**src/rtl/watch_pkg.sv**
```systemverilog
// Shared definitions for the watch display path: digit indices, seven-segment
// patterns ({g,f,e,d,c,b,a}, active-high) and a digit-select helper.
package watch_pkg;

  localparam int NUM_DIGITS = 6;

  localparam int D_S1  = 0;
  localparam int D_S10 = 1;
  localparam int D_M1  = 2;
  localparam int D_M10 = 3;
  localparam int D_H1  = 4;
  localparam int D_H10 = 5;

  typedef logic [3:0] bcd_t;
  typedef logic [6:0] seg_t;
  typedef logic [2:0] idx_t;

  localparam seg_t SEG_0    = 7'b011_1111;
  localparam seg_t SEG_1    = 7'b000_0110;
  localparam seg_t SEG_2    = 7'b101_1011;
  localparam seg_t SEG_3    = 7'b100_1111;
  localparam seg_t SEG_4    = 7'b110_0110;
  localparam seg_t SEG_5    = 7'b110_1101;
  localparam seg_t SEG_6    = 7'b111_1101;
  localparam seg_t SEG_7    = 7'b000_0111;
  localparam seg_t SEG_8    = 7'b111_1111;
  localparam seg_t SEG_9    = 7'b110_1111;
  localparam seg_t SEG_DASH = 7'b100_0000;
  localparam seg_t SEG_OFF  = 7'b000_0000;

  // Pick BCD digit i out of the packed {h10,h1,m10,m1,s10,s1} word.
  function automatic bcd_t digit_at(input logic [4*NUM_DIGITS-1:0] d, input idx_t i);
    return d[4*i +: 4];
  endfunction

endpackage

```
**src/rtl/bcd7seg.sv**
```systemverilog
// Combinational BCD to active-high seven-segment decoder; non-BCD codes show a dash.
module bcd7seg
  import watch_pkg::*;
(
  input  bcd_t bcd,
  output seg_t seg
);

  always_comb begin
    // NOTE: every path assigns seg (default arm included), so no latch is inferred.
    unique case (bcd)
      4'd0:    seg = SEG_0;
      4'd1:    seg = SEG_1;
      4'd2:    seg = SEG_2;
      4'd3:    seg = SEG_3;
      4'd4:    seg = SEG_4;
      4'd5:    seg = SEG_5;
      4'd6:    seg = SEG_6;
      4'd7:    seg = SEG_7;
      4'd8:    seg = SEG_8;
      4'd9:    seg = SEG_9;
      default: seg = SEG_DASH;
    endcase
  end

endmodule

```
**src/rtl/seg_scan_driver.sv**
```systemverilog
// Six-digit multiplexed seven-segment scanner with per-slot anode dead-time.
// Optional digit blinking is built when SEG_SCAN_BLINK_EN is defined.
module seg_scan_driver
  import watch_pkg::*;
#(
  parameter int CLK_HZ     = 50_000_000,
  parameter int SCAN_HZ    = 6_000,
  parameter int DEAD_CYC   = 2,
`ifdef SEG_SCAN_BLINK_EN
  parameter int BLINK_DIV  = 500,
`endif
  parameter int SEG_ACT_LO = 1
) (
  input  logic                    clk,
  input  logic                    rst,
  input  logic [4*NUM_DIGITS-1:0] digits,
  input  logic [NUM_DIGITS-1:0]   dp_mask,
  input  logic                    blank_lz,
`ifdef SEG_SCAN_BLINK_EN
  input  logic [NUM_DIGITS-1:0]   blink_mask,
`endif
  output logic [6:0]              seg,
  output logic                    dp,
  output logic [NUM_DIGITS-1:0]   an,
  output logic                    frame_start
);

  localparam int DIV = CLK_HZ / SCAN_HZ;
  localparam int PW  = (DIV > 1) ? $clog2(DIV) : 1;
  localparam logic [PW-1:0] PRESC_MAX = PW'(DIV - 1);
  localparam logic [PW-1:0] DEAD_END  = PW'(DEAD_CYC);
  localparam logic POL = (SEG_ACT_LO != 0);

  logic [PW-1:0]             presc;
  idx_t                      idx;
  logic [4*NUM_DIGITS-1:0]   snap;
  logic                      fresh;    // first slot after reset still needs its snapshot
  logic                      slot_end;
  logic                      capture;

  assign slot_end = (presc == PRESC_MAX);
  assign capture  = fresh || (slot_end && (idx == idx_t'(D_H10)));

  // NOTE: sequential state uses non-blocking assignments so every register samples pre-edge values.
  always_ff @(posedge clk or negedge rst) begin
    if (!rst) begin
      presc <= '0;
      idx   <= '0;
      snap  <= '0;
      fresh <= 1'b1;
    end else begin
      fresh <= 1'b0;
      presc <= slot_end ? '0 : presc + 1'b1;
      if (slot_end)
        idx <= (idx == idx_t'(D_H10)) ? '0 : idx + 1'b1;
      if (capture)
        snap <= digits;
    end
  end

  logic blink_hide;

`ifdef SEG_SCAN_BLINK_EN
  localparam int BW = (BLINK_DIV > 1) ? $clog2(BLINK_DIV) : 1;
  localparam logic [BW-1:0] BLINK_MAX = BW'(BLINK_DIV - 1);

  logic [BW-1:0]         blink_cnt;
  logic                  blink_on;
  logic [NUM_DIGITS-1:0] blink_snap;

  // Phase flips every BLINK_DIV slot ends; the mask is frozen with the digit snapshot.
  always_ff @(posedge clk or negedge rst) begin
    if (!rst) begin
      blink_cnt  <= '0;
      blink_on   <= 1'b1;
      blink_snap <= '0;
    end else begin
      if (slot_end) begin
        if (blink_cnt == BLINK_MAX) begin
          blink_cnt <= '0;
          blink_on  <= ~blink_on;
        end else begin
          blink_cnt <= blink_cnt + 1'b1;
        end
      end
      if (capture)
        blink_snap <= blink_mask;
    end
  end

  assign blink_hide = !blink_on && blink_snap[idx];
`else
  assign blink_hide = 1'b0;
`endif

  bcd_t cur_bcd;
  seg_t dec_seg;

  assign cur_bcd = digit_at(snap, idx);

  bcd7seg u_bcd7seg (
    .bcd (cur_bcd),
    .seg (dec_seg)
  );

  seg_t                  seg_n;
  logic                  dp_n;
  logic [NUM_DIGITS-1:0] an_n;

  // Active-high view of the next outputs; polarity is applied at the output register.
  always_comb begin
    seg_n = SEG_OFF;
    dp_n  = 1'b0;
    an_n  = '0;
    if (presc >= DEAD_END) begin
      an_n  = NUM_DIGITS'(1) << idx;
      seg_n = dec_seg;
      dp_n  = dp_mask[idx];
      if ((idx == idx_t'(D_H10)) && blank_lz && (cur_bcd == 4'd0))
        seg_n = SEG_OFF;
      if (blink_hide) begin
        seg_n = SEG_OFF;
        dp_n  = 1'b0;
      end
    end
  end

  always_ff @(posedge clk or negedge rst) begin
    if (!rst) begin
      seg         <= {7{POL}};
      dp          <= POL;
      an          <= {NUM_DIGITS{POL}};
      frame_start <= 1'b0;
    end else begin
      seg         <= seg_n ^ {7{POL}};
      dp          <= dp_n ^ POL;
      an          <= an_n ^ {NUM_DIGITS{POL}};
      frame_start <= capture;
    end
  end

endmodule

```
**config.mk**
```make
export PLATFORM = sky130hd
export DESIGN_NAME = seg_scan_driver
export DESIGN_NICKNAME = d
export VERILOG_FILES = /design/src/rtl/watch_pkg.sv /design/src/rtl/bcd7seg.sv /design/src/rtl/seg_scan_driver.sv
export SDC_FILE = /design/constraint.sdc
export NUM_CORES = 1
export LEC_CHECK = 0
export ABC_AREA = 1
export BUFFER_PORTS_ARGS = -buffer_cell sky130_fd_sc_hd__clkbuf_2
export CAP_MARGIN = 25
export CORE_MARGIN = 10
export CORE_UTILIZATION = 56
export DETAILED_ROUTE_END_ITERATION = 10
export GPL_TIMING_DRIVEN = 0
export PLACE_DENSITY = 0.77
export SETUP_SLACK_MARGIN = 0.5
export SYNTH_ARGS = -nofsm -noshare
export SYNTH_HDL_FRONTEND = slang
export SYNTH_SLANG_ARGS = --single-unit
```
**constraint.sdc**
```tcl
create_clock -name clk -period 2.5 [get_ports clk]
set_input_delay 0.5 -clock clk [delete_from_list [all_inputs] [get_ports clk]]
set_output_delay 0.5 -clock clk [all_outputs]
set_load 0.01 [all_outputs]
```
==> impl_summary.md <==
Placed design
In this run the cell area measured after placement is 3330 sq um. Before CTS, the worst setup slack after placement is 0.454 ns. Routability-driven placement finished with a final weighted congestion of 0.850.

The number of buffers added on ports is 47. Summed over all nets, the half-perimeter wirelength after detailed placement is 4830 um.

Hold path
The type of the most critical hold path is in -> async.

Drt
In this run the remaining antenna-violating nets after routing total 0. The wire length per cell is 12.7 um. The vias per cell is 4.84. The detailed router placed 2,444 vias in this run. The DRC violation count after routing is 0. The starting DRC count in detailed routing is 126.

The routed wire length is 6440 um. The first TritonRoute pass finished after 4 iterations.

Critical path
In this run the critical register-to-register path is captured at snap[16]. The arrival time of data at the critical path endpoint is 2.08 ns. The startpoint of the most critical register-to-register path is presc[0]. In this run the register-to-register setup slack is 0.65 ns. STA classifies the critical path endpoint as a flip-flop.

Along the worst path, the maximum fanout reaches 10. By startpoint and endpoint, the worst setup path is classified as reg -> reg. The critical path data required time is 2.73 ns. The worst setup path is launched from a flip-flop. Measured in cells, the most critical reg-to-reg path has a length of 9.

Synth
The number of synthesized register bits is 57. The sequential area share after synthesis is 48.4%. The area fraction of the dominant cell type after synthesis is 35.2%. The count of yosys warnings during synthesis is 0. After synthesis, the mean cell area works out to 8.12 sq um. The number of nets produced by synthesis is 410. Yosys attributes the largest share of cell area to sky130_fd_sc_hd__dfrtp_1 (35%), sky130_fd_sc_hd__dfstp_2 (13%), sky130_fd_sc_hd__nand2_1 (13%). sky130_fd_sc_hd__dfrtp_1 takes more of the synthesized area than any other cell. The number of unique standard cell types used by synthesis is 33.

The total standard cell area after synthesis is 2990 sq um. The instance count of the mapped netlist is 368.

Run status
The flow ran to the end, and the final reports show no timing, DRC or antenna violations.

STA
After routing, the total negative slack on setup checks comes to 0 ns. For the pin with the worst max-slew slack, the measured transition is 0.599 ns. The final number of max-transition violations is 0.

The count of final hold-check violations is 0. Based on the critical path, the design can be clocked at up to 0.540 GHz. After layout, the worst path uses 74.1% of the clock period. Setup repair after global routing left no endpoint under its margin. The final critical-path setup slack is 0.648 ns.

Setup violations remaining at the end of the flow were counted as 0. The minimum hold slack is 0.158 ns. The clock tree skew after final layout is 0.0105 ns. The worst pin sits at a relative slew slack of 60.1%. The post-layout minimum cycle time is 1.85 ns.

Layout
Relative to the synthesized area, the layout overhead comes to 20.4%. The final instance area is 3600 sq um. The layout cell share with drive strength beyond 1 is 29.2%. At the end of the flow, the number of nets in the layout was 472. Counting the fill cells in the layout gives 455. 0 antenna diodes ended up in the layout.

Pwr
The sum of internal, switching and leakage power is 2.04 mW. Per report_power, the clock group accounts for 38.4% of the total. The internal power summed over all cells is 1.53 mW. The net load switching power is 0.516 mW. The proportion of power drawn by combinational gates is 11.9%. The sequential cell fraction of total power is 49.7%. The worst-case IR drop observed on VDD is 373 uV. Net switching is 25.2% of the power. The power density over the cells is 568 nW/um^2. The static leakage is 1.93 nW.

Floorplan
48 I/O pins were placed. The floorplan has 26 rows. The placeable core region is 5140 sq um. The effective utilization at floorplan is 58.1%.

The die span in x is 93.0 um. The die covers 8660 sq um. In this run the vertical extent of the chip is 93.0 um.

Global routing
In the global route stage, overall resource usage came out at 16.1%. The number of global-route vias before repair is 2,513. The first-pass GRT wire length is 11,200 um.

The maximum number of pins on one net before global-route repair is 35. Global routing finished with a remaining overflow of 0. The number of antenna violations at the first check in global routing was 0.

Clocking
The buffer cell driving the clock tree root is sky130_fd_sc_hd__clkbuf_8. The clock transition at the register clock pins on the worst setup and hold paths after CTS is 0.06 ns. The deepest level of the CTS H-tree is 3. The clock net in this run drives a total of 57 sinks.

The number of CTS-inserted buffers is 9. The number of buffers inserted by hold repair at cts is 0. TritonCTS built the clock tree. The clock passes through at most 2 buffers. The later pin in the worst-skew pair is clocked with a latency of 0.34 ns.

Job
The reported max-cap violation count is 0.
-- kinds of logic after synthesis --
family,Yosys count,synth area share [%]
DFF,57,48.4
and+or+nand+nor,176,25.3
xor gates and xnor gates,5,1.47
adders and majority gates,9,3.77
buffers and inverters,73,11.0
other,1,0.126
AOI/OAI and AO/OA,47,9.92
-- synth_stat cells --
cell type and instances:
sky130_fd_sc_hd__buf_2 5, sky130_fd_sc_hd__a21oi_1 7, sky130_fd_sc_hd__nor3_1 7, sky130_fd_sc_hd__nand2_4 1, sky130_fd_sc_hd__nor4_1 1, sky130_fd_sc_hd__o21ai_0 25
sky130_fd_sc_hd__ha_1 9, sky130_fd_sc_hd__o21ai_1 1, sky130_fd_sc_hd__nor2_1 25, sky130_fd_sc_hd__o21ai_2 9, sky130_fd_sc_hd__nand2_2 1, sky130_fd_sc_hd__nand4_1 3
sky130_fd_sc_hd__o221ai_1 1, sky130_fd_sc_hd__dfrtp_1 42, sky130_fd_sc_hd__nor3_4 1, sky130_fd_sc_hd__nor3_2 1, sky130_fd_sc_hd__buf_8 1, sky130_fd_sc_hd__nand3_1 28
sky130_fd_sc_hd__o31ai_1 1, sky130_fd_sc_hd__o21bai_1 1, sky130_fd_sc_hd__nand2_1 103, sky130_fd_sc_hd__buf_6 3, sky130_fd_sc_hd__a221o_1 1, sky130_fd_sc_hd__conb_1 1
sky130_fd_sc_hd__inv_1 54, sky130_fd_sc_hd__xnor2_1 2, sky130_fd_sc_hd__dfstp_2 15, sky130_fd_sc_hd__nor2_2 4, sky130_fd_sc_hd__xor2_1 3, sky130_fd_sc_hd__inv_2 6
sky130_fd_sc_hd__nand3b_1 1, sky130_fd_sc_hd__buf_4 4, sky130_fd_sc_hd__o21bai_4 1
-- state kept, by name, summed over array words and instances, names as in the netlist --
| name | cells |
|---|---|
| snap | 24 |
| presc | 14 |
| frame_start | 1 |
| seg | 7 |
| fresh | 1 |
| dp | 1 |
| an | 6 |
| idx | 3 |
-- stage by stage --
step / cells / util, %
3_3_place_gp: 485 / 64.4
2_1_floorplan: 368 / -
3_5_place_dp: 486 / 64.8
5_1_grt: 505 / 70.0
6_report: 505 / 70.0
4_1_cts: 502 / 68.6
-- critical path, cell delays in order, from the launching register on --
cell,delay [ns]
sky130_fd_sc_hd__dfrtp_1,0.43
sky130_fd_sc_hd__inv_1,0.10
sky130_fd_sc_hd__ha_1,0.18
sky130_fd_sc_hd__nand3_1,0.10
sky130_fd_sc_hd__nor3_2,0.18
sky130_fd_sc_hd__nand2_4,0.15
sky130_fd_sc_hd__o21bai_4,0.22
sky130_fd_sc_hd__buf_6,0.17
sky130_fd_sc_hd__buf_8,0.16
sky130_fd_sc_hd__o21ai_2,0.05
-- power groups by stage --
| stage | Sequential (mW) | Combinational [mW] | Clock, mW |
|---|---|---|---|
| 2_1_floorplan | 1.04 | 0.120 | 0 |
| 3_3_place_gp | 1.03 | 0.220 | 0 |
| 3_5_place_dp | 1.03 | 0.228 | 0 |
| 4_1_cts | 1.02 | 0.231 | 0.804 |
| 5_1_grt | 1.02 | 0.278 | 0.840 |
| 6_report | 1.01 | 0.243 | 0.785 |
-- per-layer routing --
metal / GRT usage (%) / vias up / wire length [um]
li1: - / 1273 / -
met1: 19.4 / 1106 / 3000
met2: 25.2 / 52 / 2970
met3: 4.72 / 13 / 330
met4: 9.38 / 0 / 133
met5: 0 / - / 0
-- what timing repair did --
| action | CTS | global route |
|---|---|---|
| endpoints found under the hold margin | 0 | 0 |
| pin swaps | 1 | 3 |
| cloned | 0 | 0 |
| buffers inserted | 0 | 3 |
| endpoints found under the setup margin | 7 | 7 |
| resized for setup | 4 | 13 |
-- cell type report --
| class | count | area (sq um) | share of cell area (%) |
|---|---|---|---|
| multi-input combinational | 238 | 1260 | 35.1 |
| tap | 70 | 87.6 | 2.44 |
| inverter | 60 | 225 | 6.26 |
| buffer | 13 | 113 | 3.13 |
| sequential | 57 | 1450 | 40.2 |
| timing repair buffer | 51 | 278 | 7.72 |
| clock inverter | 3 | 15.0 | 0.418 |
| clock buffer | 13 | 169 | 4.70 |
-- worst max-delay path by stage --
stage	start	end	slack [ns]	cells after the start
global route	idx[0]	seg[6]	0.46	13
floorplan	idx[0]	seg[0]	0.71	12
finish	presc[0]	snap[16]	0.65	9
global placement	idx[0]	seg[3]	0.48	12
detailed placement	idx[0]	seg[3]	0.45	12
CTS	idx[0]	seg[1]	0.52	11
-- cells in the final DEF (no fill, tap or decap), types with 2 or more instances in the layout --
cell	n
sky130_fd_sc_hd__a21oi_1	5
sky130_fd_sc_hd__a21oi_4	2
sky130_fd_sc_hd__buf_2	3
sky130_fd_sc_hd__buf_4	7
sky130_fd_sc_hd__buf_6	4
sky130_fd_sc_hd__clkbuf_2	47
sky130_fd_sc_hd__clkbuf_8	12
sky130_fd_sc_hd__clkinv_2	3
sky130_fd_sc_hd__dfrtp_1	42
sky130_fd_sc_hd__dfstp_2	15
sky130_fd_sc_hd__ha_1	9
sky130_fd_sc_hd__inv_1	53
sky130_fd_sc_hd__inv_2	7
sky130_fd_sc_hd__nand2_1	102
sky130_fd_sc_hd__nand2_2	2
sky130_fd_sc_hd__nand3_1	25
sky130_fd_sc_hd__nand3_2	3
sky130_fd_sc_hd__nand4_1	3
sky130_fd_sc_hd__nor2_1	23
sky130_fd_sc_hd__nor2_2	5
sky130_fd_sc_hd__nor3_1	7
sky130_fd_sc_hd__o21ai_0	23
sky130_fd_sc_hd__o21ai_1	3
sky130_fd_sc_hd__o21ai_2	9
sky130_fd_sc_hd__xnor2_1	2
sky130_fd_sc_hd__xor2_1	3
Power figures use the tool's default switching activity.
